[config.mk]
export PLATFORM = sky130hd
export DESIGN_NAME = countdown_chain
export DESIGN_NICKNAME = d
export VERILOG_FILES = /design/src/rtl/countdown_chain.sv
export SDC_FILE = /design/constraint.sdc
export NUM_CORES = 1
export LEC_CHECK = 0
export ABC_AREA = 1
export ABC_CLOCK_PERIOD_IN_PS = 2700
export CAP_MARGIN = 0
export CORE_UTILIZATION = 40
export CTS_CLUSTER_SIZE = 28
export DETAILED_ROUTE_END_ITERATION = 10
export MAX_ROUTING_LAYER = met4
export PLACE_DENSITY_LB_ADDON = 0.25
export SYNTH_ARGS = -nofsm -noshare
export SYNTH_HDL_FRONTEND = slang
export SYNTH_SLANG_ARGS = --single-unit
[constraint.sdc]
create_clock -name clk -period 2.7 [get_ports clk]
set_input_delay 0.27 -clock clk [delete_from_list [all_inputs] [get_ports clk]]
set_output_delay 0.27 -clock clk [all_outputs]
set_load 0.01 [all_outputs]
[src/rtl/countdown_chain.sv]
// countdown_chain: multi-digit mixed-radix countdown register with
// run/pause/expire control. Digit i of every packed bus sits at [i*W +: W].

// One digit of the borrow chain: steps down by one, or reloads its wrap value
// when it is stepped at zero.
module countdown_digit #(
    parameter int W = 4
) (
    input  logic [W-1:0] cur,
    input  logic [W-1:0] wrap,
    input  logic [W-1:0] set,
    input  logic         step,
    output logic [W-1:0] nxt,
    output logic [W-1:0] clamp,
    output logic         zero
);
    assign zero  = (cur == '0);
    assign nxt   = !step ? cur : (zero ? wrap : cur - W'(1));
    // Out-of-range load values saturate at the digit's wrap value
    assign clamp = (set > wrap) ? wrap : set;
endmodule

module countdown_chain #(
    parameter int                  DIGITS = 4,
    parameter int                  W      = 4,
    parameter logic [DIGITS*W-1:0] WRAP   = 16'h5959
) (
    input  logic                clk,
    input  logic                reset,
    input  logic [DIGITS*W-1:0] setting,
    input  logic                load,
    input  logic                start,
    input  logic                pause,
    input  logic                tick,
    output logic [DIGITS*W-1:0] running,
    output logic [1:0]          state,
    output logic                expired,
    output logic                done_pulse
);
    typedef enum logic [1:0] {
        IDLE  = 2'd0,
        RUN   = 2'd1,
        PAUSE = 2'd2,
        DONE  = 2'd3
    } state_t;

    localparam logic [DIGITS*W-1:0] ONE = (DIGITS*W)'(1);

    state_t              st_q, st_d;
    logic [DIGITS*W-1:0] cnt_d;
    logic [DIGITS*W-1:0] dec;
    logic [DIGITS*W-1:0] clamped;
    logic [DIGITS-1:0]   zero;
    logic [DIGITS-1:0]   borrow;
    logic                pulse_d;
    logic                all_zero;

    // Borrow chain: digit 0 always steps, digit i steps when every lower
    // digit was zero before the tick.
    assign borrow[0] = 1'b1;
    for (genvar g = 0; g < DIGITS; g++) begin : g_dig
        countdown_digit #(.W(W)) u_dig (
            .cur   (running[g*W +: W]),
            .wrap  (WRAP[g*W +: W]),
            .set   (setting[g*W +: W]),
            .step  (borrow[g]),
            .nxt   (dec[g*W +: W]),
            .clamp (clamped[g*W +: W]),
            .zero  (zero[g])
        );
        if (g < DIGITS-1) begin : g_brw
            assign borrow[g+1] = borrow[g] & zero[g];
        end
    end

    assign all_zero = &zero;
    assign state    = st_q;

    // Next-state and datapath: a single action per cycle, in priority order
    // load > start > pause > tick. Expiry beats the wrap so zero never wraps.
    always_comb begin
        st_d    = st_q;
        cnt_d   = running;
        pulse_d = 1'b0;
        if (load) begin
            cnt_d = clamped;
            st_d  = IDLE;
        end else if (start && (st_q == IDLE || st_q == PAUSE)) begin
            if (all_zero) begin
                st_d    = DONE;
                pulse_d = 1'b1;
            end else begin
                st_d = RUN;
            end
        end else if (pause && st_q == RUN) begin
            st_d = PAUSE;
        end else if (tick && st_q == RUN) begin
            if (running == ONE) begin
                cnt_d   = '0;
                st_d    = DONE;
                pulse_d = 1'b1;
            end else begin
                cnt_d = dec;
            end
        end
    end

    // State, count and flags all registered together; reset drops any pulse.
    always_ff @(posedge clk) begin
        if (reset) begin
            st_q       <= IDLE;
            running    <= '0;
            expired    <= 1'b0;
            done_pulse <= 1'b0;
        end else begin
            st_q       <= st_d;
            running    <= cnt_d;
            expired    <= (st_d == DONE);
            done_pulse <= pulse_d;
        end
    end
endmodule

==> impl_metrics.env <==
export IMPL_status="finished clean"
export IMPL_multiInputGateArea_um2=888.4
export IMPL_dieHeight_um=61.59
export IMPL_gp_congestion=0.8489
export IMPL_hold_path_class="reg -> reg"
export IMPL_worst_clock_skew_ns=0.01271
export IMPL_synth_fp_nets=242
export IMPL_clk_latency_ns=0.31
export IMPL_clkTransAtPathRegs_ns=0.13
export IMPL_period_minus_slack_ns=1.716
export IMPL_slew_headroom_pct=49.75
export IMPL_wl_met1_um=1448
export IMPL_grt_pass1_wl_um=5464
export IMPL_fillers=348
export IMPL_crit_required_ns=2.95
export IMPL_worst_slew_pin_slew_ns=0.7514
export IMPL_dp_final_hpwl_um=2485
export IMPL_port_buffers=41
export IMPL_cts_root_buf="clkbuf_4"
export IMPL_path_depth=7
export IMPL_ir_drop_v=0.0004004
export IMPL_dr_pass1_iters=4
export IMPL_clockBufferDepth=2
export IMPL_ant_nets=0
export IMPL_ioPinCount=42
export IMPL_final_nets=285
export IMPL_area_growth_pct=35.59
export IMPL_r2r_cells=9
export IMPL_ys_seq_area_share_pct=28.19
export IMPL_synth_cell_types=32
export IMPL_syn_mean_instance_area_um2=6.667
export IMPL_holdBufCountCts=0
export IMPL_drtIter0Drc=55
export IMPL_critical_path_arrival_ns=1.97
export IMPL_stdcell_count=301
export IMPL_critPathBufInv=2
export IMPL_crit_path_end_kind="flop"
export IMPL_grt_ovfl_total=0
export IMPL_netlist_area_um2=1420
export IMPL_core_area_um2=3363
export IMPL_synth_seq_cells=20
export IMPL_grt_max_degree=18
export IMPL_whs_ns=0.4991
export IMPL_htree_levels=1
export IMPL_die_width_um=61.59
export IMPL_placed_cells=297
export IMPL_vias=1478
export IMPL_wl_um=3219
export IMPL_die_area_um2=3793
export IMPL_grt_use_total_pct=19.87
export IMPL_hold_path_depth=2
export IMPL_fin_crit_sh_pct=63.56
export IMPL_numCtsBuffers=3
export IMPL_powerDensity_nw_per_um2=503.1
export IMPL_max_stage_delay_ns=0.96
export IMPL_layout_common_cells="nand2_1, clkdlybuf4s50_1, nor2_1"
export IMPL_top_layer="met4"
export IMPL_timing_fmax_ghz=0.5827
export IMPL_critPathMaxFanout=17
export IMPL_viasPerCell=4.910
export IMPL_rsz0062_at_grt="false"
export IMPL_cts_sinks=20
export IMPL_postCtsResizedCells=0
export IMPL_rows=21
export IMPL_finish_instance_area_um2=1926
export IMPL_crit_path_start_kind="input pin"
export IMPL_start_util_pct=42.22
export IMPL_synthCells=213
export IMPL_hold_viol=0
export IMPL_crit_top_cell="nand2_1"
export IMPL_fin_tns_setup_ns=0
export IMPL_crit_chain="clkdlybuf4s50_1, inv_4, nand2_1, nand3_4, nand2_1, nand2_1, nor2_1"
export IMPL_cts_setup_buffers=0
export IMPL_drc=0
export IMPL_cp_slowest_cell="clkdlybuf4s50_1"
export IMPL_cts_tree="built"
export IMPL_yosysWarnings=0
export IMPL_seq_area_um2=400.4
export IMPL_critical_path_class="in -> reg"
export IMPL_wl_met2_um=1541
export IMPL_p_leak_nw=0.8499
export IMPL_grt_antenna_before_repair=0
export IMPL_cpLargestDelayFamily="buffers and inverters"
export IMPL_slew_violations=0
export IMPL_cap_violations=0
export IMPL_routedWlPerCell_um=10.69
export IMPL_grt_pass1_vias=1359
export IMPL_drive_gt1_share_pct=11.76
export IMPL_detailed_place_area_um2=1873
export IMPL_setup_viol_count_final=0
export IMPL_wl_met3_um=207
export IMPL_antenna_cells=0
export IMPL_p_total_uw=968.7
==> report_power, final <==
group / internal (mW) / switching, mW / total, mW
Sequential: 0.323 / 0.0266 / 0.349
Combinational: 0.169 / 0.197 / 0.366
Clock: 0.150 / 0.103 / 0.253
Total: 0.642 / 0.326 / 0.969
==> cells in the mapped netlist <==
| library cell | instances | area, µm² |
|---|---|---|
| o21a_1 | 1 | 7.510 |
| o21bai_1 | 1 | 7.510 |
| a21oi_1 | 14 | 70.07 |
| nand4_1 | 4 | 25.02 |
| and2_1 | 1 | 6.260 |
| o31ai_1 | 2 | 15.01 |
| nor3b_1 | 1 | 7.510 |
| buf_2 | 3 | 15.01 |
| inv_1 | 20 | 75.07 |
| a21boi_0 | 1 | 7.510 |
| nand2_2 | 4 | 25.02 |
| inv_2 | 7 | 26.28 |
| inv_4 | 1 | 6.260 |
| nor3_1 | 1 | 5.000 |
| xor2_1 | 1 | 8.760 |
| or2_1 | 1 | 6.260 |
| nor2_4 | 1 | 11.26 |
| xnor2_1 | 3 | 26.28 |
| nor2_1 | 32 | 120.1 |
| nand3_2 | 2 | 20.02 |
| o21ai_1 | 3 | 15.01 |
| nor2_8 | 1 | 20.02 |
| nand2_4 | 2 | 22.52 |
| nand3_4 | 2 | 35.03 |
| o32ai_1 | 1 | 8.760 |
| o21ai_0 | 12 | 60.06 |
| nand2_1 | 41 | 153.9 |
| dfxtp_1 | 20 | 400.4 |
| ha_1 | 7 | 87.58 |
| nand3_1 | 17 | 85.08 |
| nor2_2 | 5 | 31.28 |
| inv_6 | 1 | 8.760 |
==> state kept, by name (all words and copies together), names as in the netlist <==
| register | count |
|---|---|
| done_pulse | 1 |
| expired | 1 |
| running | 16 |
| state | 2 |
==> metal layers <==
metal	up-vias	GRT usage, %
li1	775	-
met1	655	23.23
met2	46	33.79
met3	2	5.252
met4	0	4.762
met5	-	-
==> metrics by stage <==
stage | util (%) | worst slack (ns)
2_1_floorplan | - | 1.207
3_3_place_gp | 55.69 | 0.7059
3_5_place_dp | 55.69 | 0.6876
4_1_cts | 57.25 | 1.010
5_1_grt | 57.25 | 0.8877
6_report | 57.25 | 0.9838
==> area by class of cell <==
class,instances,area share (%)
multi-input cells,161,46.13
well taps,46,2.989
flip-flops and latches,20,20.79
inverters,29,6.043
clock inverters,1,1.559
clock buffers,3,1.170
repair buffers,41,21.31
==> worst paths after layout <==
path	startpoint	end	slack (ns)
worst max register to register	running[8]	running[4]	1.03
worst min-delay path	running[9]	running[9]	0.50
worst min register to register	running[9]	running[9]	0.50
worst max-delay path	load	running[12]	0.98
==> worst min-delay path, delay by kind of cell (launching register included) <==
family | cells | cell delay [ns]
AOI/OAI and AO/OA | 1 | 0.05
DFF | 1 | 0.35
and+or+nand+nor | 1 | 0.07
==> logic make-up after synthesis <==
logic type                 Yosys count  synth area share, %
AOI/OAI and AO/OA                   35                13.48
xor gates and xnor gates             4                2.467
adders and majority gates            7                6.167
buffers and inverters               32                9.251
DFF                                 20                28.19
and+or+nand+nor                    115                40.44
Note: power is estimated with default switching activity, not from simulation.
